File: src/rtl/cfg_types_pkg.sv
// Shared types for the accelerator memory path: response owner and SRAM request bundle.
package cfg_types_pkg;

    localparam int unsigned CFG_ADDR_W = 10;
    localparam int unsigned CFG_DATA_W = 32;

    // Bit positions of the one-hot grant vector produced by rr_arb2
    localparam int unsigned GNT_HOST = 0;
    localparam int unsigned GNT_ACC  = 1;

    typedef enum logic [1:0] {
        OWN_NONE = 2'd0,
        OWN_HOST = 2'd1,
        OWN_ACC  = 2'd2
    } owner_t;

    typedef struct packed {
        logic                      en;
        logic [CFG_ADDR_W-1:0]     addr;
        logic                      we;
        logic [CFG_DATA_W/8-1:0]   be;
        logic [CFG_DATA_W-1:0]     wdata;
    } mem_req_t;

endpackage

File: src/rtl/rr_arb2.sv
// Two-way round-robin arbiter (host vs accelerator) with accelerator burst lock
// bounded by a fairness counter. Grant is combinational and one-hot.
module rr_arb2
    import cfg_types_pkg::*;
#(
    parameter int unsigned MAX_LOCK = 16
) (
    input  logic       clk,
    input  logic       rst_n,
    input  logic       i_host_req,
    input  logic       i_acc_req,
    input  logic       i_acc_lock,
    output logic [1:0] o_gnt,
    output logic       o_starve
);

    localparam logic [7:0] LockMax = 8'(MAX_LOCK);

    logic       r_last_acc;
    logic [7:0] r_lock_cnt;
    logic       w_host_req;
    logic       w_acc_req;
    logic       w_lock_full;

    // Requests are masked while in reset so every output reads as zero
    assign w_host_req  = i_host_req & rst_n;
    assign w_acc_req   = i_acc_req & rst_n;
    assign w_lock_full = (r_lock_cnt >= LockMax);

    always_comb begin
        o_gnt    = '0;
        o_starve = 1'b0;
        if (w_host_req && w_acc_req) begin
            if (i_acc_lock) begin
                if (w_lock_full) begin
                    o_gnt[GNT_HOST] = 1'b1;
                    o_starve        = 1'b1;
                end else begin
                    o_gnt[GNT_ACC] = 1'b1;
                end
            end else if (r_last_acc) begin
                o_gnt[GNT_HOST] = 1'b1;
            end else begin
                o_gnt[GNT_ACC] = 1'b1;
            end
        end else if (w_host_req) begin
            o_gnt[GNT_HOST] = 1'b1;
        end else if (w_acc_req) begin
            o_gnt[GNT_ACC] = 1'b1;
        end
    end

    always_ff @(posedge clk or negedge rst_n) begin
        if (!rst_n) begin
            r_last_acc <= 1'b0;
            r_lock_cnt <= '0;
        end else begin
            if (o_gnt[GNT_ACC]) begin
                r_last_acc <= 1'b1;
            end else if (o_gnt[GNT_HOST]) begin
                r_last_acc <= 1'b0;
            end

            if (o_gnt[GNT_HOST] || !i_acc_lock) begin
                r_lock_cnt <= '0;
            end else if (o_gnt[GNT_ACC] && i_host_req && !w_lock_full) begin
                r_lock_cnt <= r_lock_cnt + 8'd1;
            end
        end
    end

endmodule

File: src/rtl/accel_mem_arbiter.sv
// Shares the single-port data SRAM between host and accelerator; muxes the granted
// request onto the SRAM and routes the one-cycle-latency response back to its owner.
module accel_mem_arbiter
    import cfg_types_pkg::*;
#(
    parameter int unsigned ADDR_WIDTH = CFG_ADDR_W,
    parameter int unsigned DATA_WIDTH = CFG_DATA_W,
    parameter int unsigned MAX_LOCK   = 16
) (
    input  logic                    clk,
    input  logic                    rst_n,
    input  logic                    host_req,
    input  logic [ADDR_WIDTH-1:0]   host_addr,
    input  logic                    host_we,
    input  logic [DATA_WIDTH/8-1:0] host_be,
    input  logic [DATA_WIDTH-1:0]   host_wdata,
    output logic                    host_gnt,
    output logic                    host_rvalid,
    output logic [DATA_WIDTH-1:0]   host_rdata,
    input  logic                    acc_req,
    input  logic [ADDR_WIDTH-1:0]   acc_addr,
    input  logic                    acc_we,
    input  logic [DATA_WIDTH/8-1:0] acc_be,
    input  logic [DATA_WIDTH-1:0]   acc_wdata,
    input  logic                    acc_lock,
    output logic                    acc_gnt,
    output logic                    acc_rvalid,
    output logic [DATA_WIDTH-1:0]   acc_rdata,
    output logic                    mem_en,
    output logic [ADDR_WIDTH-1:0]   mem_addr,
    output logic                    mem_we,
    output logic [DATA_WIDTH/8-1:0] mem_be,
    output logic [DATA_WIDTH-1:0]   mem_wdata,
    input  logic [DATA_WIDTH-1:0]   mem_rdata,
    output logic                    lock_starve_o
);

    logic [1:0]            w_gnt;
    owner_t                r_resp_owner;
    logic                  r_resp_we;
    logic [DATA_WIDTH-1:0] r_host_rdata;
    logic [DATA_WIDTH-1:0] r_acc_rdata;

    rr_arb2 #(
        .MAX_LOCK (MAX_LOCK)
    ) u_rr_arb2 (
        .clk        (clk),
        .rst_n      (rst_n),
        .i_host_req (host_req),
        .i_acc_req  (acc_req),
        .i_acc_lock (acc_lock),
        .o_gnt      (w_gnt),
        .o_starve   (lock_starve_o)
    );

    assign host_gnt = w_gnt[GNT_HOST];
    assign acc_gnt  = w_gnt[GNT_ACC];
    assign mem_en   = host_gnt | acc_gnt;

    always_comb begin
        mem_addr  = '0;
        mem_we    = 1'b0;
        mem_be    = '0;
        mem_wdata = '0;
        if (acc_gnt) begin
            mem_addr  = acc_addr;
            mem_we    = acc_we;
            mem_be    = acc_be;
            mem_wdata = acc_wdata;
        end else if (host_gnt) begin
            mem_addr  = host_addr;
            mem_we    = host_we;
            mem_be    = host_be;
            mem_wdata = host_wdata;
        end
    end

    // Response owner FSM; the hold registers capture read data so rdata stays stable
    always_ff @(posedge clk or negedge rst_n) begin
        if (!rst_n) begin
            r_resp_owner <= OWN_NONE;
            r_resp_we    <= 1'b0;
            r_host_rdata <= '0;
            r_acc_rdata  <= '0;
        end else begin
            if (acc_gnt) begin
                r_resp_owner <= OWN_ACC;
            end else if (host_gnt) begin
                r_resp_owner <= OWN_HOST;
            end else begin
                r_resp_owner <= OWN_NONE;
            end
            r_resp_we <= mem_we;
            if (r_resp_owner == OWN_HOST && !r_resp_we) begin
                r_host_rdata <= mem_rdata;
            end
            if (r_resp_owner == OWN_ACC && !r_resp_we) begin
                r_acc_rdata <= mem_rdata;
            end
        end
    end

    assign host_rvalid = (r_resp_owner == OWN_HOST);
    assign acc_rvalid  = (r_resp_owner == OWN_ACC);
    assign host_rdata  = (host_rvalid && !r_resp_we) ? mem_rdata : r_host_rdata;
    assign acc_rdata   = (acc_rvalid && !r_resp_we) ? mem_rdata : r_acc_rdata;

endmodule
File: config.mk
export PLATFORM = sky130hd
export DESIGN_NAME = accel_mem_arbiter
export DESIGN_NICKNAME = d
export VERILOG_FILES = /design/src/rtl/cfg_types_pkg.sv /design/src/rtl/rr_arb2.sv /design/src/rtl/accel_mem_arbiter.sv
export SDC_FILE = /design/constraint.sdc
export NUM_CORES = 1
export LEC_CHECK = 0
export ABC_AREA = 0
export CORE_MARGIN = 4
export CORE_UTILIZATION = 39
export CTS_BUF_LIST = sky130_fd_sc_hd__clkbuf_2
export CTS_CLUSTER_SIZE = 40
export DETAILED_ROUTE_END_ITERATION = 7
export HOLD_SLACK_MARGIN = 0.15
export PLACE_DENSITY = 0.88
export REMOVE_ABC_BUFFERS = 1
export SLEW_MARGIN = 40
export SYNTH_ARGS = -nofsm -noshare
export SYNTH_HDL_FRONTEND = slang
export SYNTH_SLANG_ARGS = --single-unit
File: constraint.sdc
create_clock -name clk -period 4.7 [get_ports clk]
set_input_delay 0.705 -clock clk [delete_from_list [all_inputs] [get_ports clk]]
set_output_delay 0.705 -clock clk [all_outputs]
set_load 0.02 [all_outputs]
After elaboration in Yosys (flattened, before gate mapping)
Index checks and enable logic that the tools add are counted.

storage, ports and cells
  input port bits = 131
  word-level logic and storage cells = 51
  output and inout port bits = 117
  flip-flop bits (word level) = 76

cells by class
  bitwise logic cells = 3
  reductions and logical operators = 11
  equal/unequal tests = 2
  multiplexer cells = 27
  magnitude comparators = 1
  add/subtract/negate cells = 1

operator list
  kind                 number
  $mux 32              4
  $mux 10              2
  $mux 8               2
  $mux 1               14
  $add 8x1->8 const B  1
  $ge 8x5->1 const B   1
  $mux 4               2
  $mux 2               3
  $logic_and 1x1->1    5
  $reduce_bool 2->1    2
  $logic_not 1->1      3
  $and 1x1->1          2
  $eq 2x1->1 const B   1
  $eq 2x2->1 const B   1
  $logic_or 1x1->1     1
  $or 1x1->1           1

Logic depth before layout (Yosys ltp)
Gate-level depths: netlist (run 1).

  depth after elaboration = 8
  mapped depth = 5
  depth with buffers taken out = 4

Modules after synthesis
From an unflattened synthesis (run 1), not the netlist that was laid out.

second synthesis, totals
  cells, all modules = 255
  area total of the unflattened synthesis = 3464.6 um2

modules (own cells, without submodules)
  module             seq. area each (um2)  instances  cells each  area each (um2)
  accel_mem_arbiter  1676.6                1          202         2964.1
  rr_arb2            225.2                 1          53          500.5

Least setup slack after synthesis (run 1)
Ideal clock, no wire load.

  path type = reg2out
  start = register u_rr_arb2.r_lock_cnt[6]
  end = output mem_we
  path slack = 2.072 ns
  cell stages (with the launch flop) = 6
  arrival = 1.923 ns
  buffers on the path = 1
  data required time = 3.995 ns
  path through = dfrtp_1 > or4_4 > mux2i_2 > o211a_4 > buf_6 > mux2_1

on the way
  cells in the longest elaborated chain, start to end = 6
  elaborated cells on any way between the ends = 7
  classes of those cells = order compare (1); mux (6)

RTL lines
  what                    line                     RTL
  from (decl)             rr_arb2.sv:20            logic [7:0] r_lock_cnt;
  from (signal assigned)  rr_arb2.sv:67            r_lock_cnt <= r_lock_cnt + 8'd1;
  $ge 8x5->1 *            rr_arb2.sv:28            assign w_lock_full = (r_lock_cnt >= LockMax);
  $mux 1                  rr_arb2.sv:35            if (w_lock_full) begin
  $mux 2 *                rr_arb2.sv:34            if (i_acc_lock) begin
  $mux 2 *                rr_arb2.sv:33            if (w_host_req && w_acc_req) begin
  $mux 1                  accel_mem_arbiter.sv:70  end else if (host_gnt) begin
  $mux 1 *                accel_mem_arbiter.sv:65  if (acc_gnt) begin
  to (decl)               accel_mem_arbiter.sv:31  output logic mem_we,

Every way passes the cells marked *; elsewhere a longest branch is shown, timed or not.

Final worst setup path (run 1)
Ends and elaborated chain as after synthesis.

==> metrics.json, run 1 <==
{
  "result_of_the_run": {"value": "completed"},
  "antenna-diode-count": {"value": 0},
  "setup_ws": {"value": 0.686, "unit": "ns"},
  "synth_area_leaders": {"value": "sky130_fd_sc_hd__dfrtp_1 54%, sky130_fd_sc_hd__mux2_2 19%, sky130_fd_sc_hd__a22o_1 8.4%, sky130_fd_sc_hd__mux2_1 5.1%, sky130_fd_sc_hd__and3_1 2.8%"},
  "synth_top_cell_by_area": {"value": "sky130_fd_sc_hd__dfrtp_1"},
  "antenna_found_initial": {"value": 0},
  "start_util": {"value": 0.403},
  "synth_warnings": {"value": 0},
  "route.final.wire_length": {"value": 12900, "unit": "um"},
  "report.final.slew_viol_count": {"value": 0},
  "hpwlAfterDp": {"value": 10600, "unit": "um"},
  "max_slew.worst_pin.slew": {"value": 0.583, "unit": "ns"},
  "cts_tree": {"value": "built"},
  "rsz0062_at_grt": {"value": "no"},
  "grt_first_pass_wirelength": {"value": 18200, "unit": "um"},
  "slowest_stage": {"value": "sky130_fd_sc_hd__o211a_4"},
  "drt_pass_1_iters": {"value": 4},
  "post-place-cells": {"value": 600},
  "synth-seq-cells": {"value": 76},
  "layout-drive-gt1-share": {"value": 0.173},
  "report.final.setup_viol": {"value": 0},
  "timing.clock.skew": {"value": 0.0206, "unit": "ns"},
  "max_freq": {"value": 0.249, "unit": "GHz"},
  "drt-vias-per-instance": {"value": 5.03},
  "endpoint_kind": {"value": "primary output"},
  "leak": {"value": 2.60, "unit": "nW"},
  "layout.filler_cells": {"value": 650},
  "min_path_type": {"value": "flop to flop"},
  "groute.usage.overall": {"value": 0.230},
  "cts.path.max_buffers": {"value": 2},
  "netlist-cell-type-count": {"value": 29},
  "grt.overflow.total": {"value": 0},
  "post-synth-top-area-fraction": {"value": 0.536},
  "relSlewSlack": {"value": 0.612},
  "seqCellArea": {"value": 1900, "unit": "um^2"},
  "most_frequent_standard_cell_in_the_layout_excluding_fill_and_tap_cells": {"value": "sky130_fd_sc_hd__clkdlybuf4s50_1"},
  "final_core_utilization": {"value": 0.706},
  "cp_data_required_time": {"value": 3.99, "unit": "ns"},
  "synth_edf_count": {"value": 0},
  "rows": {"value": 34},
  "critical_path.startpoint_type": {"value": "flop"},
  "clock_tree.root_cell": {"value": "sky130_fd_sc_hd__clkbuf_2"},
  "total_cts_buffers": {"value": 9},
  "timing.critical_path.arrival": {"value": 3.31, "unit": "ns"},
  "worst_skew_pair.late_latency": {"value": 0.49, "unit": "ns"},
  "clock-sinks": {"value": 76},
  "ir_drop": {"value": 0.259, "unit": "mV"},
  "pre_cts_slack": {"value": 0.823, "unit": "ns"},
  "most_frequent_cells_in_the_layout": {"value": "246 x sky130_fd_sc_hd__clkdlybuf4s50_1, 76 x sky130_fd_sc_hd__dfrtp_1, 61 x sky130_fd_sc_hd__mux2_2, 34 x sky130_fd_sc_hd__a22o_1"},
  "timing.critical_path.max_delay_family": {"value": "multiplexers"},
  "max_cap_violations": {"value": 0},
  "placement.io_buffers": {"value": 247},
  "synth_area": {"value": 3550, "unit": "um^2"},
  "final.setup.tns": {"value": 0, "unit": "ns"},
  "antenna_violating_nets_post_route": {"value": 0},
  "design.final.nets": {"value": 637},
  "postLayoutCellArea": {"value": 6220, "unit": "um^2"},
  "first_iter_violations": {"value": 107},
  "clk_slew_on_worst_s_h_paths": {"value": 0.19, "unit": "ns"},
  "die_h": {"value": 103, "unit": "um"},
  "power_per_cell_area": {"value": 347, "unit": "nW/um^2"},
  "critical_path_cell_list": {"value": "or4_4, mux2i_2, o211a_4, mux2_1, clkdlybuf4s50_1"},
  "layoutNonFillerInstCount": {"value": 617},
  "routed-via-count": {"value": 3101},
  "cell_area_after_placement": {"value": 6090, "unit": "um^2"},
  "area_growth": {"value": 75.2, "unit": "%"},
  "min_period_over_period": {"value": 0.854},
  "route.detailed.drc": {"value": 0},
  "max_fo_critical_path": {"value": 51},
  "first_global_vias": {"value": 3215},
  "timing.critical_path.buf_inv": {"value": 1},
  "hold_violations": {"value": 0},
  "synth_sequential_area_ratio": {"value": 0.536},
  "clock_tree.htree_level_count": {"value": 3},
  "global_placement_routability_congestion": {"value": 0.874},
  "postCtsSetupBuffers": {"value": 0},
  "synth_async_sr_flop_share": {"value": 1.00},
  "avgSynthCellArea": {"value": 13.8, "unit": "um^2"},
  "synthCells": {"value": 258},
  "worstSetupPathType": {"value": "flop to primary output"},
  "grt_max_degree": {"value": 65},
  "num_io_pins": {"value": 248},
  "std_cell_core_area": {"value": 8810, "unit": "um^2"},
  "hold_slack": {"value": 0.515, "unit": "ns"},
  "floorplan.die.width": {"value": 103, "unit": "um"},
  "design.die.area": {"value": 10700, "unit": "um^2"},
  "synth-main-ff-cell": {"value": "sky130_fd_sc_hd__dfrtp_1"},
  "total_power": {"value": 2.16, "unit": "mW"},
  "multi_input_area": {"value": 1520, "unit": "um^2"},
  "timing.final.crit_period": {"value": 4.01, "unit": "ns"},
  "worst_path_largest_cell_delay": {"value": 0.58, "unit": "ns"},
  "wl_per_cell": {"value": 20.9, "unit": "um"}
}
state kept, by name (all words and copies together), names as in the netlist:
register / count
u_rr_arb2.r_lock_cnt: 8
u_rr_arb2.r_last_acc: 1
r_resp_we: 1
r_acc_rdata: 32
r_host_rdata: 32
r_resp_owner: 2
synth_stat cells, types with 4 or more instances:
cell	number
sky130_fd_sc_hd__a22o_1	34
sky130_fd_sc_hd__and3_1	16
sky130_fd_sc_hd__buf_2	6
sky130_fd_sc_hd__buf_6	5
sky130_fd_sc_hd__clkbuf_1	4
sky130_fd_sc_hd__dfrtp_1	76
sky130_fd_sc_hd__mux2_1	16
sky130_fd_sc_hd__mux2_2	61
sky130_fd_sc_hd__nor2_1	5
sky130_fd_sc_hd__nor2b_1	5
repair_timing:
| action | in CTS | in global routing |
|---|---|---|
| endpoints found under the hold margin | 12 | 0 |
| gates resized for setup | 0 | 0 |
| endpoints found under the setup margin | 0 | 0 |
| hold buffers | 1 | 0 |
path summary, 6_finish.rpt:
check | startpoint | endpoint | slack (ns) | cells after the start
worst min-delay path | r_acc_rdata[13]$_DFF_PN0_ | r_acc_rdata[13]$_DFF_PN0_ | 0.51 | 1
max in group asynchronous | rst_n | r_host_rdata[14]$_DFF_PN0_ | 3.19 | 3
worst max register to register | u_rr_arb2.r_lock_cnt[6]$_DFFE_PN0P_ | r_resp_we$_DFF_PN0_ | 2.32 | 4
min in group asynchronous | rst_n | u_rr_arb2.r_lock_cnt[0]$_DFFE_PN0P_ | 0.67 | 2
worst max-delay path | u_rr_arb2.r_lock_cnt[6]$_DFFE_PN0P_ | mem_we | 0.69 | 5
worst min register to register | r_acc_rdata[13]$_DFF_PN0_ | r_acc_rdata[13]$_DFF_PN0_ | 0.51 | 1
power breakdown:
group / leakage [nW] / internal, mW / total, mW / switching [mW]
Clock: 0.0634 / 0.120 / 0.335 / 0.215
Sequential: 0.920 / 0.794 / 0.830 / 0.0365
Combinational: 1.61 / 0.525 / 0.990 / 0.465
Total: 2.60 / 1.44 / 2.16 / 0.717
worst reg2reg max path, cell delays in order (launching register included):
cell and delay (ns):
sky130_fd_sc_hd__dfrtp_1 0.45, sky130_fd_sc_hd__or4_4 0.57, sky130_fd_sc_hd__mux2i_2 0.26, sky130_fd_sc_hd__o211a_4 0.58, sky130_fd_sc_hd__mux2_1 0.42
metal layers:
metal / global-route usage / wire length [um] / up-vias
met5: 0 / 0 / -
li1: - / - / 1440
met4: 0.0608 / 193 / 0
met3: 0.0791 / 1190 / 16
met2: 0.376 / 6590 / 134
met1: 0.292 / 4920 / 1511
area by class of cell:
cell class | count | area share
Multi-Input combinational cell | 161 | 0.245
Tap cell | 108 | 0.0217
Clock buffer | 9 | 0.00724
Inverter | 3 | 0.00181
Clock inverter | 7 | 0.0107
Timing Repair Buffer | 253 | 0.408
Sequential cell | 76 | 0.306
kinds of logic after synthesis:
logic type	count (synthesis)	share of synthesized area
AND/OR/NAND/NOR	37	0.0617
buffers and inverters	21	0.0381
XOR/XNOR	3	0.00740
multiplexers	79	0.251
adder cells (fa/ha/maj)	2	0.00705
AO/OA/AOI/OAI	40	0.0994
flip-flops	76	0.536
(Power assumes the default switching activity.)
==> run 2, diff against run 1 <==
- SKIP_CTS_REPAIR_TIMING: not set -> 1
==> run 2 against run 1 <==
  * Non-clock buffer count stayed put
  * Sequential cell count stayed put
  * Via count is 0.16% lower
  * Core utilization stayed put
  * Die area stayed put
  * Register-to-register slack hardly changed
  * Critical path depth stayed put
  * Worst hold slack hardly changed
  * Critical path type unchanged
  * Critical endpoint unchanged
==> metrics.json, run 2 (synthesis gave the netlist of run 1 again) <==
{
  "result_of_the_run": {"value": "completed"},
  "worst_skew_pair.late_latency": {"value": 0.49, "unit": "ns", "change": "about the same"},
  "die_h": {"value": 103, "unit": "um", "change": "unchanged"},
  "rsz0062_at_grt": {"value": "no"},
  "route.detailed.drc": {"value": 0, "change": "unchanged"},
  "report.final.setup_viol": {"value": 0, "change": "unchanged"},
  "total_cts_buffers": {"value": 9, "change": "unchanged"},
  "critical_path.startpoint_type": {"value": "flop"},
  "timing.critical_path.arrival": {"value": 3.31, "unit": "ns", "change": "about the same"},
  "max_cap_violations": {"value": 0, "change": "unchanged"},
  "cts_tree": {"value": "built"},
  "groute.usage.overall": {"value": 0.230, "change": "-0.000283"},
  "pre_cts_slack": {"value": 0.823, "unit": "ns", "change": "unchanged"},
  "clock-sinks": {"value": 76, "change": "unchanged"},
  "most_frequent_standard_cell_in_the_layout_excluding_fill_and_tap_cells": {"value": "sky130_fd_sc_hd__clkdlybuf4s50_1"},
  "setup_ws": {"value": 0.681, "unit": "ns", "change": "-0.00524 ns"},
  "min-delay-start": {"value": "r_acc_rdata[13]$_DFF_PN0_"},
  "timing.final.crit_period": {"value": 4.02, "unit": "ns", "change": "+0.00524 ns"},
  "clk_slew_on_worst_s_h_paths": {"value": 0.19, "unit": "ns", "change": "about the same"},
  "cell_area_after_placement": {"value": 6090, "unit": "um^2", "change": "unchanged"},
  "design.final.nets": {"value": 637, "change": "unchanged"},
  "global_placement_routability_congestion": {"value": 0.874, "change": "unchanged"},
  "first_iter_violations": {"value": 108, "change": "+0.93%"},
  "min_path_type": {"value": "flop to flop"},
  "max_fo_critical_path": {"value": 51, "change": "unchanged"},
  "route.final.wire_length": {"value": 12900, "unit": "um", "change": "about the same"},
  "floorplan.die.width": {"value": 103, "unit": "um", "change": "unchanged"},
  "wl_per_cell": {"value": 20.9, "unit": "um", "change": "about the same"},
  "leak": {"value": 2.60, "unit": "nW", "change": "unchanged"},
  "antenna_violating_nets_post_route": {"value": 0, "change": "unchanged"},
  "num_io_pins": {"value": 248, "change": "unchanged"},
  "grt_max_degree": {"value": 65, "change": "unchanged"},
  "report.final.slew_viol_count": {"value": 0, "change": "unchanged"},
  "min_period_over_period": {"value": 0.855, "change": "+0.00112"},
  "antenna-diode-count": {"value": 0, "change": "unchanged"},
  "post-place-cells": {"value": 600, "change": "unchanged"},
  "max_slew.worst_pin.slew": {"value": 0.587, "unit": "ns", "change": "+0.00452 ns"},
  "clock_tree.root_cell": {"value": "sky130_fd_sc_hd__clkbuf_2"},
  "hold_slack": {"value": 0.515, "unit": "ns", "change": "+0.00000200 ns"},
  "grt_first_pass_wirelength": {"value": 18100, "unit": "um", "change": "-0.23%"},
  "relSlewSlack": {"value": 0.609, "change": "-0.00301"},
  "global_route.usage.met2": {"value": 0.374, "change": "-0.00245"},
  "start_util": {"value": 0.403, "change": "unchanged"},
  "gr-usage-met3": {"value": 0.0798, "change": "+0.000671"},
  "worstSetupPathType": {"value": "flop to primary output"},
  "power_per_cell_area": {"value": 347, "unit": "nW/um^2", "change": "about the same"},
  "crit_start": {"value": "u_rr_arb2.r_lock_cnt[6]$_DFFE_PN0P_"},
  "hpwlAfterDp": {"value": 10600, "unit": "um", "change": "unchanged"},
  "placement.io_buffers": {"value": 247, "change": "unchanged"},
  "most_frequent_cells_in_the_layout": {"value": "246 x sky130_fd_sc_hd__clkdlybuf4s50_1, 76 x sky130_fd_sc_hd__dfrtp_1, 61 x sky130_fd_sc_hd__mux2_2, 34 x sky130_fd_sc_hd__a22o_1"},
  "clock_tree.htree_level_count": {"value": 3, "change": "unchanged"},
  "worstReg2RegStart": {"value": "u_rr_arb2.r_lock_cnt[6]$_DFFE_PN0P_"},
  "total_power": {"value": 2.16, "unit": "mW", "change": "about the same"},
  "antenna_found_initial": {"value": 0, "change": "unchanged"},
  "area_growth": {"value": 75.2, "unit": "%", "change": "unchanged"},
  "timing.clock.skew": {"value": 0.0210, "unit": "ns", "change": "+0.000374 ns"},
  "drt-vias-per-instance": {"value": 5.02, "change": "-0.16%"},
  "cts.path.max_buffers": {"value": 2, "change": "unchanged"},
  "std_cell_core_area": {"value": 8810, "unit": "um^2", "change": "unchanged"},
  "grt.overflow.total": {"value": 0, "change": "unchanged"},
  "endpoint_kind": {"value": "primary output"},
  "gr-max-usage-layer": {"value": "met2"},
  "postLayoutCellArea": {"value": 6220, "unit": "um^2", "change": "unchanged"},
  "top_regs": {"value": "r_acc_rdata (32), r_host_rdata (32), u_rr_arb2.r_lock_cnt (8)"},
  "rows": {"value": 34, "change": "unchanged"},
  "layoutNonFillerInstCount": {"value": 617, "change": "unchanged"},
  "max_freq": {"value": 0.249, "unit": "GHz", "change": "-0.13%"},
  "drt_pass_1_iters": {"value": 5, "change": "+1"},
  "first_global_vias": {"value": 3214, "change": "-0.031%"},
  "ir_drop": {"value": 0.259, "unit": "mV", "change": "about the same"},
  "design.die.area": {"value": 10700, "unit": "um^2", "change": "unchanged"},
  "cp_data_required_time": {"value": 3.99, "unit": "ns", "change": "about the same"},
  "layout-drive-gt1-share": {"value": 0.173, "change": "unchanged"},
  "hold_violations": {"value": 0, "change": "unchanged"},
  "use_met1": {"value": 0.291, "change": "-0.00130"},
  "routed-via-count": {"value": 3096, "change": "-0.16%"},
  "final_core_utilization": {"value": 0.706, "change": "unchanged"},
  "final.setup.tns": {"value": 0, "unit": "ns", "change": "unchanged"}
}
-- run 2: final timing paths --
check                      slack (ns)                                  end  cells after the start
min                              0.51            r_acc_rdata[13]$_DFF_PN0_                      1
max                              0.68                               mem_we                      5
max reg2reg                      2.31                  r_resp_we$_DFF_PN0_                      4
max in group asynchronous        3.18             r_acc_rdata[4]$_DFF_PN0_                      3
min in group asynchronous        0.67  u_rr_arb2.r_lock_cnt[0]$_DFFE_PN0P_                      2
min reg2reg                      0.51            r_acc_rdata[13]$_DFF_PN0_                      1
-- run 2: metal layers --
layer  part of all wire  vias to the layer above
met3              0.090                       17
met2               0.51                      133
met1               0.39                     1506
met4              0.016                        0
li1                   -                     1440
met5                  0                        -
-- run 2: worst max-delay path: stages (launching register included) --
cell and delay [ns]:
sky130_fd_sc_hd__dfrtp_1 0.45, sky130_fd_sc_hd__or4_4 0.57, sky130_fd_sc_hd__mux2i_2 0.26, sky130_fd_sc_hd__o211a_4 0.58
sky130_fd_sc_hd__mux2_1 0.40, sky130_fd_sc_hd__clkdlybuf4s50_1 0.55
-- run 2: report_power, final --
| group | internal, mW | switching, mW |
|---|---|---|
| registers | 0.794 | 0.0363 |
| logic | 0.525 | 0.465 |
| clock network | 0.120 | 0.215 |
-- run 2: cell type report --
type	count	area, um^2
Inverter	3	11.3
Fill cell	650	2590
Clock buffer	9	45.0
Tap cell	108	135
Timing Repair Buffer	253	2540
Sequential cell	76	1900
Clock inverter	7	66.3
Multi-Input combinational cell	161	1520
==> run 3, diff against run 2 <==
- CELL_PAD_IN_SITES_DETAIL_PLACEMENT: not set -> 0
- CELL_PAD_IN_SITES_GLOBAL_PLACEMENT: not set -> 1
- CORE_UTILIZATION: 39 -> 29
- MAX_ROUTING_LAYER: not set -> met4
- PLACE_DENSITY: 0.88 -> not set
- PLACE_DENSITY_LB_ADDON: not set -> 0.1
==> run 3 against run 2 <==
  * Design area increased by 0.62%
  * Clock-buffer cell count unchanged
  * Sequential share of layout area decreased by 0.19 points
  * Sequential cell count unchanged
  * Critical path type unchanged
  * Critical endpoint unchanged
  * Largest cell class unchanged
  * Largest power group unchanged
==> metrics.json, run 3 (synthesis gave the netlist of run 1 again) <==
{
  "result_of_the_run": {"value": "completed"},
  "hold_slack": {"value": 0.523, "unit": "ns", "change": "+0.00784 ns"},
  "layout-drive-gt1-share": {"value": 0.173, "change": "+0.000340"},
  "cts.path.max_buffers": {"value": 2, "change": "unchanged"},
  "ir_drop": {"value": 0.246, "unit": "mV", "change": "-5.0%"},
  "area_growth": {"value": 76.3, "unit": "%"},
  "std_cell_core_area": {"value": 12000, "unit": "um^2", "change": "+36%"},
  "rows": {"value": 40, "change": "+18%"},
  "power_per_cell_area": {"value": 346, "unit": "nW/um^2", "change": "-0.15%"},
  "antenna_violating_nets_post_route": {"value": 0, "change": "unchanged"},
  "timing.clock.skew": {"value": 0.0417, "unit": "ns", "change": "+0.0207 ns"},
  "cts_tree": {"value": "built"},
  "grt.overflow.total": {"value": 0, "change": "unchanged"},
  "first_iter_violations": {"value": 101, "change": "-6.5%"},
  "floorplan.die.width": {"value": 119, "unit": "um", "change": "+15%"},
  "power.net_switching": {"value": 0.723, "unit": "mW", "change": "+0.93%"},
  "report.final.slew_viol_count": {"value": 0, "change": "unchanged"},
  "hpwlAfterDp": {"value": 9480, "unit": "um", "change": "-10%"},
  "clock-sinks": {"value": 76, "change": "unchanged"},
  "comb_power_share": {"value": 0.450, "change": "-0.010"},
  "relSlewSlack": {"value": 0.567, "change": "-0.0415"},
  "total_cts_buffers": {"value": 9, "change": "unchanged"},
  "final.setup.tns": {"value": 0, "unit": "ns", "change": "unchanged"},
  "design.die.area": {"value": 14100, "unit": "um^2", "change": "+32%"},
  "drt_pass_1_iters": {"value": 4, "change": "-1"},
  "clk_slew_on_worst_s_h_paths": {"value": 0.23, "unit": "ns", "change": "+0.04 ns"},
  "critical_path.startpoint_type": {"value": "flop"},
  "timing.critical_path.arrival": {"value": 3.33, "unit": "ns", "change": "+0.02 ns"},
  "worstSetupPathType": {"value": "flop to primary output"},
  "setup_ws": {"value": 0.668, "unit": "ns", "change": "-0.0129 ns"},
  "die_h": {"value": 119, "unit": "um", "change": "+15%"},
  "rsz0062_at_grt": {"value": "no"},
  "first_global_vias": {"value": 3276, "change": "+1.9%"},
  "route.final.wire_length": {"value": 12100, "unit": "um", "change": "-6.4%"},
  "worst_skew_pair.late_latency": {"value": 0.52, "unit": "ns", "change": "+0.03 ns"},
  "max_slew.worst_pin.slew": {"value": 0.649, "unit": "ns", "change": "+0.0623 ns"},
  "seq_power_share": {"value": 0.382, "change": "-0.003"},
  "cp_data_required_time": {"value": 3.99, "unit": "ns", "change": "about the same"},
  "antenna-diode-count": {"value": 0, "change": "unchanged"},
  "antenna_found_initial": {"value": 0, "change": "unchanged"},
  "pre_cts_slack": {"value": 0.785, "unit": "ns", "change": "-0.0387 ns"},
  "start_util": {"value": 0.296, "change": "-0.108"},
  "clock_tree.htree_level_count": {"value": 3, "change": "unchanged"},
  "design.final.nets": {"value": 636, "change": "-0.16%"},
  "groute.usage.overall": {"value": 0.173, "change": "-0.0568"},
  "grt_first_pass_wirelength": {"value": 18500, "unit": "um", "change": "+1.9%"},
  "max_fo_critical_path": {"value": 51, "change": "unchanged"},
  "reg2reg_slack": {"value": 2.36, "unit": "ns", "change": "+0.05 ns"},
  "wl_per_cell": {"value": 18.4, "unit": "um", "change": "-12%"},
  "min_period_over_period": {"value": 0.858, "change": "+0.00275"},
  "max_cap_violations": {"value": 0, "change": "unchanged"},
  "min_path_type": {"value": "flop to flop"},
  "most_frequent_standard_cell_in_the_layout_excluding_fill_and_tap_cells": {"value": "sky130_fd_sc_hd__clkdlybuf4s50_1"},
  "hold_violations": {"value": 0, "change": "unchanged"},
  "global_placement_routability_congestion": {"value": 0.765, "change": "-12%"},
  "most_frequent_cells_in_the_layout": {"value": "246 x sky130_fd_sc_hd__clkdlybuf4s50_1, 76 x sky130_fd_sc_hd__dfrtp_1, 61 x sky130_fd_sc_hd__mux2_2, 34 x sky130_fd_sc_hd__a22o_1"},
  "report.final.setup_viol": {"value": 0, "change": "unchanged"},
  "max_freq": {"value": 0.248, "unit": "GHz", "change": "-0.32%"},
  "power.internal": {"value": 1.44, "unit": "mW", "change": "+0.24%"},
  "timing.final.crit_period": {"value": 4.03, "unit": "ns", "change": "+0.0129 ns"},
  "grt_max_degree": {"value": 74, "change": "+14%"},
  "p_clk_frac": {"value": 0.168, "change": "+0.013"},
  "clock_tree.root_cell": {"value": "sky130_fd_sc_hd__clkbuf_2"},
  "top_regs": {"value": "r_acc_rdata (32), r_host_rdata (32), u_rr_arb2.r_lock_cnt (8)"},
  "routed-via-count": {"value": 3057, "change": "-1.3%"},
  "drt-vias-per-instance": {"value": 4.67, "change": "-7.0%"},
  "endpoint_kind": {"value": "primary output"},
  "placement.io_buffers": {"value": 247, "change": "unchanged"},
  "power_switching_share": {"value": 0.334, "change": "+0.00152"},
  "route.detailed.drc": {"value": 0, "change": "unchanged"},
  "num_io_pins": {"value": 248, "change": "unchanged"},
  "leak": {"value": 2.60, "unit": "nW", "change": "+0.11%"}
}
[run 3: area by class of cell]
| type | count | area [um^2] |
|---|---|---|
| multi-input combinational | 161 | 1530 |
| fill | 1092 | 5750 |
| inverter | 3 | 11.3 |
| clock buffer | 9 | 45.0 |
| clock inverter | 7 | 73.8 |
| sequential | 76 | 1900 |
| tap | 147 | 184 |
| timing repair buffer | 252 | 2510 |
[run 3: worst max-delay path, cell delays in order (launching register included)]
cell	delay [ns]
sky130_fd_sc_hd__dfrtp_1	0.45
sky130_fd_sc_hd__or4_4	0.55
sky130_fd_sc_hd__mux2i_2	0.26
sky130_fd_sc_hd__o211a_4	0.59
sky130_fd_sc_hd__mux2_1	0.40
sky130_fd_sc_hd__clkdlybuf4s50_1	0.55
[run 3: worst paths after layout]
path                                                          to  cells past startpoint                           startpoint
worst max-delay path                                      mem_we                      5  u_rr_arb2.r_lock_cnt[7]$_DFFE_PN0P_
worst max register to register               r_resp_we$_DFF_PN0_                      4  u_rr_arb2.r_lock_cnt[7]$_DFFE_PN0P_
min in group asynchronous       u_rr_arb2.r_last_acc$_DFFE_PN0P_                      2                                rst_n
worst min-delay path                   r_acc_rdata[27]$_DFF_PN0_                      1            r_acc_rdata[27]$_DFF_PN0_
max in group asynchronous              r_resp_owner[1]$_DFF_PN0_                      3                                rst_n
worst min register to register         r_acc_rdata[27]$_DFF_PN0_                      1            r_acc_rdata[27]$_DFF_PN0_
[run 3: power groups by stage]
| stage | clock, mW | sequential, mW | combinational [mW] |
|---|---|---|---|
| CTS | 0.386 | 0.830 | 0.990 |
| global placement | 0 | 0.839 | 0.977 |
| detailed placement | 0 | 0.844 | 0.986 |
| finish | 0.363 | 0.827 | 0.975 |
| floorplan | 0 | 0.831 | 0.467 |
| global route | 0.414 | 0.844 | 1.04 |
[run 3: per-stage QoR]
step / area, um^2 / cells / power (mW) / util
after CTS: 6250 / 654 / 2.21 / 0.520
after global routing: 6260 / 655 / 2.29 / 0.521
after detailed placement: 6130 / 638 / 1.83 / 0.510
after global placement: 6130 / 638 / 1.82 / 0.510
final: 6260 / 655 / 2.17 / 0.521
after floorplan: 3430 / 240 / 1.30 / -
[run 3: layer usage]
layer,vias up,wire length (um),GRT usage
met5,-,0,-
met2,135,6360,0.301
met3,11,893,0.0522
met1,1475,4720,0.195
li1,1436,-,-
met4,0,112,0.0420
